===== src/rtl/can_tx_sched_pkg.sv =====
// Shared types and widths for the CAN transmit mailbox scheduler.
package can_tx_sched_pkg;

    localparam int unsigned CAN_ID_W   = 11;
    localparam int unsigned CAN_DATA_W = 64;

    typedef enum logic [1:0] {
        IDLE,
        SELECT,
        REQ,
        BUSY
    } state_t;

endpackage


===== src/rtl/can_tx_prio_sel.sv =====
// Combinational winner finder: lowest CAN ID among pending mailboxes, lowest index on a tie.
module can_tx_prio_sel
    import can_tx_sched_pkg::*;
#(
    parameter int unsigned NUM_MB = 4
) (
    input  logic [NUM_MB-1:0]                pending_i,
    input  logic [NUM_MB-1:0][CAN_ID_W-1:0]  ids_i,
    output logic [$clog2(NUM_MB)-1:0]        idx_o,
    output logic                             valid_o
);

    localparam int unsigned IDX_W = $clog2(NUM_MB);

    logic                found;
    logic [CAN_ID_W-1:0] best_id;

    // Strict less-than keeps the earlier (lower) index when IDs are equal.
    always_comb begin
        found   = 1'b0;
        best_id = '1;
        idx_o   = '0;
        for (int unsigned i = 0; i < NUM_MB; i++) begin
            if (pending_i[i] && (!found || ids_i[i] < best_id)) begin
                found   = 1'b1;
                best_id = ids_i[i];
                idx_o   = IDX_W'(i);
            end
        end
        valid_o = found;
    end

endmodule


===== src/rtl/can_tx_sched.sv =====
// Transmit mailbox scheduler driving can_tx; picks the lowest pending ID and tracks frame outcome.
// Optional: define CAN_TX_SCHED_RETRY_LIMIT_EN to give up on a mailbox after RETRY_LIMIT arbitration losses.
module can_tx_sched
    import can_tx_sched_pkg::*;
#(
    parameter int unsigned NUM_MB      = 4,
    parameter int unsigned REQ_TIMEOUT = 1024,
    parameter int unsigned RETRY_LIMIT = 16
) (
    input  logic                      clk,
    input  logic                      rst,
    input  logic                      wr_en,
    input  logic [$clog2(NUM_MB)-1:0] wr_idx,
    input  logic [CAN_ID_W-1:0]       wr_addr,
    input  logic [CAN_DATA_W-1:0]     wr_data,
    input  logic                      abort_en,
    input  logic [$clog2(NUM_MB)-1:0] abort_idx,
    input  logic                      txing,
    input  logic                      arb_lost,
    output logic [CAN_ID_W-1:0]       address,
    output logic [CAN_DATA_W-1:0]     data,
    output logic                      send_data,
    output logic [NUM_MB-1:0]         mb_pending,
    output logic [NUM_MB-1:0]         mb_done,
    output logic [NUM_MB-1:0]         mb_fail
);

    localparam int unsigned IDX_W = $clog2(NUM_MB);
    localparam int unsigned TO_W  = $clog2(REQ_TIMEOUT + 1);

    if (NUM_MB < 2 || NUM_MB > 8 || REQ_TIMEOUT < 2 || RETRY_LIMIT < 1) begin : g_param_chk
        $error("can_tx_sched: parameter out of range");
    end

    state_t                              state_q, state_d;
    logic [NUM_MB-1:0]                   pending_q, pending_d;
    logic [NUM_MB-1:0][CAN_ID_W-1:0]     id_q, id_d;
    logic [NUM_MB-1:0][CAN_DATA_W-1:0]   pl_q, pl_d;
    logic [IDX_W-1:0]                    cur_q, cur_d;
    logic                                lost_q, lost_d;
    logic                                abort_q, abort_d;
    logic [TO_W-1:0]                     to_q, to_d;
    logic [CAN_ID_W-1:0]                 addr_q, addr_d;
    logic [CAN_DATA_W-1:0]               data_q, data_d;
    logic                                send_q, send_d;
    logic [NUM_MB-1:0]                   done_q, done_d;
    logic [NUM_MB-1:0]                   fail_q, fail_d;
`ifdef CAN_TX_SCHED_RETRY_LIMIT_EN
    localparam int unsigned RETRY_W = $clog2(RETRY_LIMIT + 1);
    logic [RETRY_W-1:0]                  retry_q, retry_d;
`endif

    logic [IDX_W-1:0] win_idx;
    logic             win_valid;
    logic [IDX_W-1:0] cur_now;
    logic             abort_hit;
    logic             abort_cur;
    logic             frame_ok;
    logic             give_up;

    can_tx_prio_sel #(.NUM_MB(NUM_MB)) u_prio_sel (
        .pending_i (pending_q),
        .ids_i     (id_q),
        .idx_o     (win_idx),
        .valid_o   (win_valid)
    );

    always_comb begin
        state_d   = state_q;
        pending_d = pending_q;
        id_d      = id_q;
        pl_d      = pl_q;
        cur_d     = cur_q;
        lost_d    = lost_q;
        abort_d   = abort_q;
        to_d      = to_q;
        addr_d    = addr_q;
        data_d    = data_q;
        done_d    = '0;
        fail_d    = '0;
        frame_ok  = 1'b0;
        give_up   = 1'b0;
`ifdef CAN_TX_SCHED_RETRY_LIMIT_EN
        retry_d   = retry_q;
`endif

        // In SELECT the mailbox being latched already counts as current.
        cur_now   = (state_q == SELECT) ? win_idx : cur_q;
        abort_hit = abort_en && pending_q[abort_idx];
        abort_cur = abort_hit && (state_q != IDLE) && (abort_idx == cur_now);

        if (wr_en && !pending_q[wr_idx] && !(abort_en && abort_idx == wr_idx)) begin
            id_d[wr_idx]      = wr_addr;
            pl_d[wr_idx]      = wr_data;
            pending_d[wr_idx] = 1'b1;
        end

        if (abort_hit) begin
            if (abort_cur && state_q == BUSY) begin
                abort_d = 1'b1;
            end else begin
                pending_d[abort_idx] = 1'b0;
                fail_d[abort_idx]    = 1'b1;
            end
        end

        case (state_q)
            IDLE: begin
                if (|pending_q) state_d = SELECT;
            end
            SELECT: begin
                if (!win_valid || abort_cur) begin
                    state_d = IDLE;
                end else begin
                    cur_d   = win_idx;
                    addr_d  = id_q[win_idx];
                    data_d  = pl_q[win_idx];
                    lost_d  = 1'b0;
                    abort_d = 1'b0;
                    to_d    = '0;
`ifdef CAN_TX_SCHED_RETRY_LIMIT_EN
                    if (win_idx != cur_q) retry_d = '0;
`endif
                    state_d = REQ;
                end
            end
            REQ: begin
                if (abort_cur) begin
                    state_d = IDLE;
                end else if (txing) begin
                    state_d = BUSY;
                end else if (to_q == TO_W'(REQ_TIMEOUT - 1)) begin
                    state_d = SELECT;
                end else begin
                    to_d = to_q + 1'b1;
                end
            end
            BUSY: begin
                if (arb_lost) lost_d = 1'b1;
                if (!txing) begin
                    state_d  = IDLE;
                    frame_ok = !(lost_q || arb_lost);
                    give_up  = abort_q || abort_cur;
`ifdef CAN_TX_SCHED_RETRY_LIMIT_EN
                    if (!frame_ok && retry_q == RETRY_W'(RETRY_LIMIT - 1)) give_up = 1'b1;
                    retry_d = (frame_ok || give_up) ? '0 : retry_q + 1'b1;
`endif
                    if (frame_ok) begin
                        pending_d[cur_q] = 1'b0;
                        done_d[cur_q]    = 1'b1;
                    end else if (give_up) begin
                        pending_d[cur_q] = 1'b0;
                        fail_d[cur_q]    = 1'b1;
                    end
                end
            end
            default: state_d = IDLE;
        endcase

        send_d = (state_d == REQ);
    end

    always_ff @(posedge clk) begin
        if (rst) begin
            state_q   <= IDLE;
            pending_q <= '0;
            id_q      <= '0;
            pl_q      <= '0;
            cur_q     <= '0;
            lost_q    <= 1'b0;
            abort_q   <= 1'b0;
            to_q      <= '0;
            addr_q    <= '0;
            data_q    <= '0;
            send_q    <= 1'b0;
            done_q    <= '0;
            fail_q    <= '0;
`ifdef CAN_TX_SCHED_RETRY_LIMIT_EN
            retry_q   <= '0;
`endif
        end else begin
            state_q   <= state_d;
            pending_q <= pending_d;
            id_q      <= id_d;
            pl_q      <= pl_d;
            cur_q     <= cur_d;
            lost_q    <= lost_d;
            abort_q   <= abort_d;
            to_q      <= to_d;
            addr_q    <= addr_d;
            data_q    <= data_d;
            send_q    <= send_d;
            done_q    <= done_d;
            fail_q    <= fail_d;
`ifdef CAN_TX_SCHED_RETRY_LIMIT_EN
            retry_q   <= retry_d;
`endif
        end
    end

    assign address    = addr_q;
    assign data       = data_q;
    assign send_data  = send_q;
    assign mb_pending = pending_q;
    assign mb_done    = done_q;
    assign mb_fail    = fail_q;

endmodule

===== config.mk =====
export PLATFORM = sky130hd
export DESIGN_NAME = can_tx_sched
export DESIGN_NICKNAME = d
export VERILOG_FILES = /design/src/rtl/can_tx_sched_pkg.sv /design/src/rtl/can_tx_prio_sel.sv /design/src/rtl/can_tx_sched.sv
export SDC_FILE = /design/constraint.sdc
export NUM_CORES = 1
export LEC_CHECK = 0
export ABC_AREA = 0
export BUFFER_PORTS_ARGS = -buffer_cell sky130_fd_sc_hd__buf_2
export CAP_MARGIN = 20
export CORE_UTILIZATION = 50
export DETAILED_ROUTE_END_ITERATION = 8
export PLACE_DENSITY_LB_ADDON = 0.12
export REMOVE_ABC_BUFFERS = 1
export SYNTH_ARGS = -nofsm -noshare
export SYNTH_HDL_FRONTEND = slang
export SYNTH_HIERARCHICAL = 1
export SYNTH_SLANG_ARGS = --single-unit

===== constraint.sdc =====
create_clock -name clk -period 13.5 [get_ports clk]
set_input_delay 2.7 -clock clk [delete_from_list [all_inputs] [get_ports clk]]
set_output_delay 2.7 -clock clk [all_outputs]
set_load 0.02 [all_outputs]

==> flow_metrics.tcl <==
set metrics [dict create \
    drive_above_1_share 0.1697 \
    met3_length_um 3210 \
    start_util 0.5098 \
    drc 0 \
    yosysSeqAreaShare 0.4720 \
    htreeDepth 2 \
    cp.required_ps 13880 \
    topRoutingLayerUsed "met5" \
    holdBufCountCts 0 \
    period_needed_ps 9150 \
    finalWirelength_um 46260 \
    synth.distinct_cells 61 \
    drt-met1-wl_um 20380 \
    slew_viol_final 0 \
    critPathLaunchType "flop" \
    layout_common_cells "nand2_1, dfxtp_1, a21oi_1" \
    num_vias 14440 \
    coreArea_sq_um 33700 \
    p_clk_frac 0.435 \
    async_flop_share 0 \
    netlist_area_sq_um 17180 \
    crit_fanout 43 \
    die_w_um 187.4 \
    crit_type "reg -> reg" \
    cts_root_buf "clkbuf_16" \
    areaGrowthSynthToFinish_pct 14.10 \
    hold_viol 0 \
    sw_frac_of_total 0.2532 \
    grt_overflow 0 \
    synth_area_leaders "dfxtp_1, nand2_1, a21oi_1" \
    synth_ff_type "dfxtp_1" \
    max-slew-margin-rel 0.2464 \
    fin_crit_sh 0.6778 \
    dr_wl_met2_um 22010 \
    antenna_found_initial 7 \
    power.density_nw_per_um2 139.1 \
    die-area_sq_um 35100 \
    drv_cap 0 \
    cts.clk_slew.worst_paths_ps 60 \
    finalHoldWorstSlack_ps 447.9 \
    layout.nets 2250 \
    post_cts.repair.setup_buffers 0 \
    comb_power_share 0.107 \
    port_buffers 172 \
    finalSetupTns_ps 0 \
    place.detailed.instances 2537 \
    synth.ff_latch_count 405 \
    worst_pin_slew_ps 1130 \
    ys_warn_count 6 \
    clk_latency_ps 550 \
    cts_tree "yes" \
    p_leak_nw 7.130 \
    wl_per_cell_um 17.67 \
    rsz0062_at_grt "no" \
    cpPeakStageDelay_ps 820 \
    setup_viol 0 \
    worst_slack_ps 4350 \
    io-pin-count 173 \
    timing.reg2reg.worst_path_depth 29 \
    cts.sinks 405 \
    fp-row-count 67 \
    syn_area_per_cell_sq_um 8.368 \
    min_path_type "reg -> reg" \
    min_path_cells 2 \
    via_per_inst 5.516 \
    grt_pass1_wl_um 74450 \
    p_sw_mw 0.6906 \
    die_h_um 187.4 \
    crit_path_end_kind "flop" \
    cts_made_buffers 44 \
    synth-edff-count 0 \
    clock.fmax_mhz 109.3 \
    pre_cts_ws_ps 4424 \
    dp.final_hpwl_um 25500 \
    synth_top_area_share 0.4720 \
    pwr-share-seq 0.458 \
    finalClockSkew_ps 17.29 \
    grt_max_degree 143 \
    grt_pass1_vias 13850 \
    drt_pre_antenna_iters 5 \
    layout_commonest_cell "nand2_1" \
    cpMaxStageDelayCell "buf_4" \
    ant_nets 0 \
    clockBufferDepth 3 \
    synth_top_cell_by_area "dfxtp_1" \
    drt-initial-drc-count 1054 \
    ir_worst_vdd_mv 0.1162 \
    synth_cells 2053 \
    cp_data_arrival_time_ps 9530 \
    ctsResizeCount 0 \
    gp_congestion 0.8608 \
    intPower_mw 2.037 \
    stdcell_count 2618 \
    status "complete, no violations" \
    grt_usage 0.2626 \
]
-- power groups by stage --
stage | logic (mW) | registers [mW] | clock network (mW)
final | 0.293 | 1.25 | 1.19
after floorplan | 0.203 | 1.27 | 0
after detailed placement | 0.294 | 1.28 | 0
after global placement | 0.290 | 1.27 | 0
after global routing | 0.321 | 1.25 | 1.26
after CTS | 0.295 | 1.25 | 1.21
-- synthesized netlist by cell type, drive strengths merged, types with 4 or more instances --
cell type  number
nand2         787
dfxtp         405
a21oi         397
clkbuf        108
mux4           75
buf            47
nor2           32
ha             30
inv            20
o21ai          14
mux2           11
o21a            9
o31ai           9
a21o            8
nand3           8
nor3            8
mux2i           6
nand2b          6
or3             6
o211ai          5
and2            4
nand4           4
nor3b           4
or4             4
-- registers in the layout, summed over array words and instances, names as in the netlist, 2 cells and up --
signal      flops
address        11
cur_q           2
data           64
id_q           44
mb_done         4
mb_fail         4
mb_pending      4
pl_q          256
state_q         2
to_q           11
-- metrics by stage --
stage | util | total power [mW] | area (sq um)
finish | 0.5816 | 2.727 | 19600
CTS | 0.5816 | 2.750 | 19600
global placement | 0.5389 | 1.565 | 18160
floorplan | - | 1.474 | 16520
detailed placement | 0.5389 | 1.569 | 18160
global route | 0.5816 | 2.835 | 19600
-- layout make-up --
class | instances | area, sq um
fillers | 3097 | 14100
multi-input cells | 1473 | 8406
flip-flops and latches | 405 | 8108
clock buffers | 67 | 1329
repair buffers | 191 | 1013
well taps | 448 | 560.5
clock inverters | 13 | 107.6
inverters | 20 | 75.07
diodes | 1 | 2.502
-- logic make-up (layout without fill, tap and decap cells) --
family | Yosys count | count (layout) | synth area share
other cells | 0 | 1 | 0
xor+xnor | 4 | 4 | 0.003132
compound gates | 470 | 470 | 0.1495
buf+inv | 175 | 291 | 0.04268
fa+ha+maj | 30 | 30 | 0.02185
simple gates | 877 | 877 | 0.2012
mux | 92 | 92 | 0.1098
flops | 405 | 405 | 0.4720
-- path summary, 6_finish.rpt --
check	startpoint	end	slack, ps
setup / recovery	mb_pending[0]$_SDFF_PP0_	data[26]$_SDFFE_PP0P_	4350
hold / removal	data[47]$_SDFFE_PP0P_	data[47]$_SDFFE_PP0P_	450
setup reg to reg	mb_pending[0]$_SDFF_PP0_	data[26]$_SDFFE_PP0P_	4350
hold reg to reg	data[47]$_SDFFE_PP0P_	data[47]$_SDFFE_PP0P_	450
-- metal layers --
metal | up-vias | global-route usage
met5 | - | 0
met4 | 10 | 0.05643
met3 | 58 | 0.05159
met2 | 384 | 0.4368
met1 | 6893 | 0.3532
li1 | 7095 | -
-- worst max-delay path: cells and delay by family, from the launching register on --
family          cells  cell delay [ps]
fa+ha+maj           3              850
simple gates        6             1250
buf+inv             3             1740
compound gates     15             3510
mux                 2             1010
flops               1              560
(Power assumes the default switching activity.)
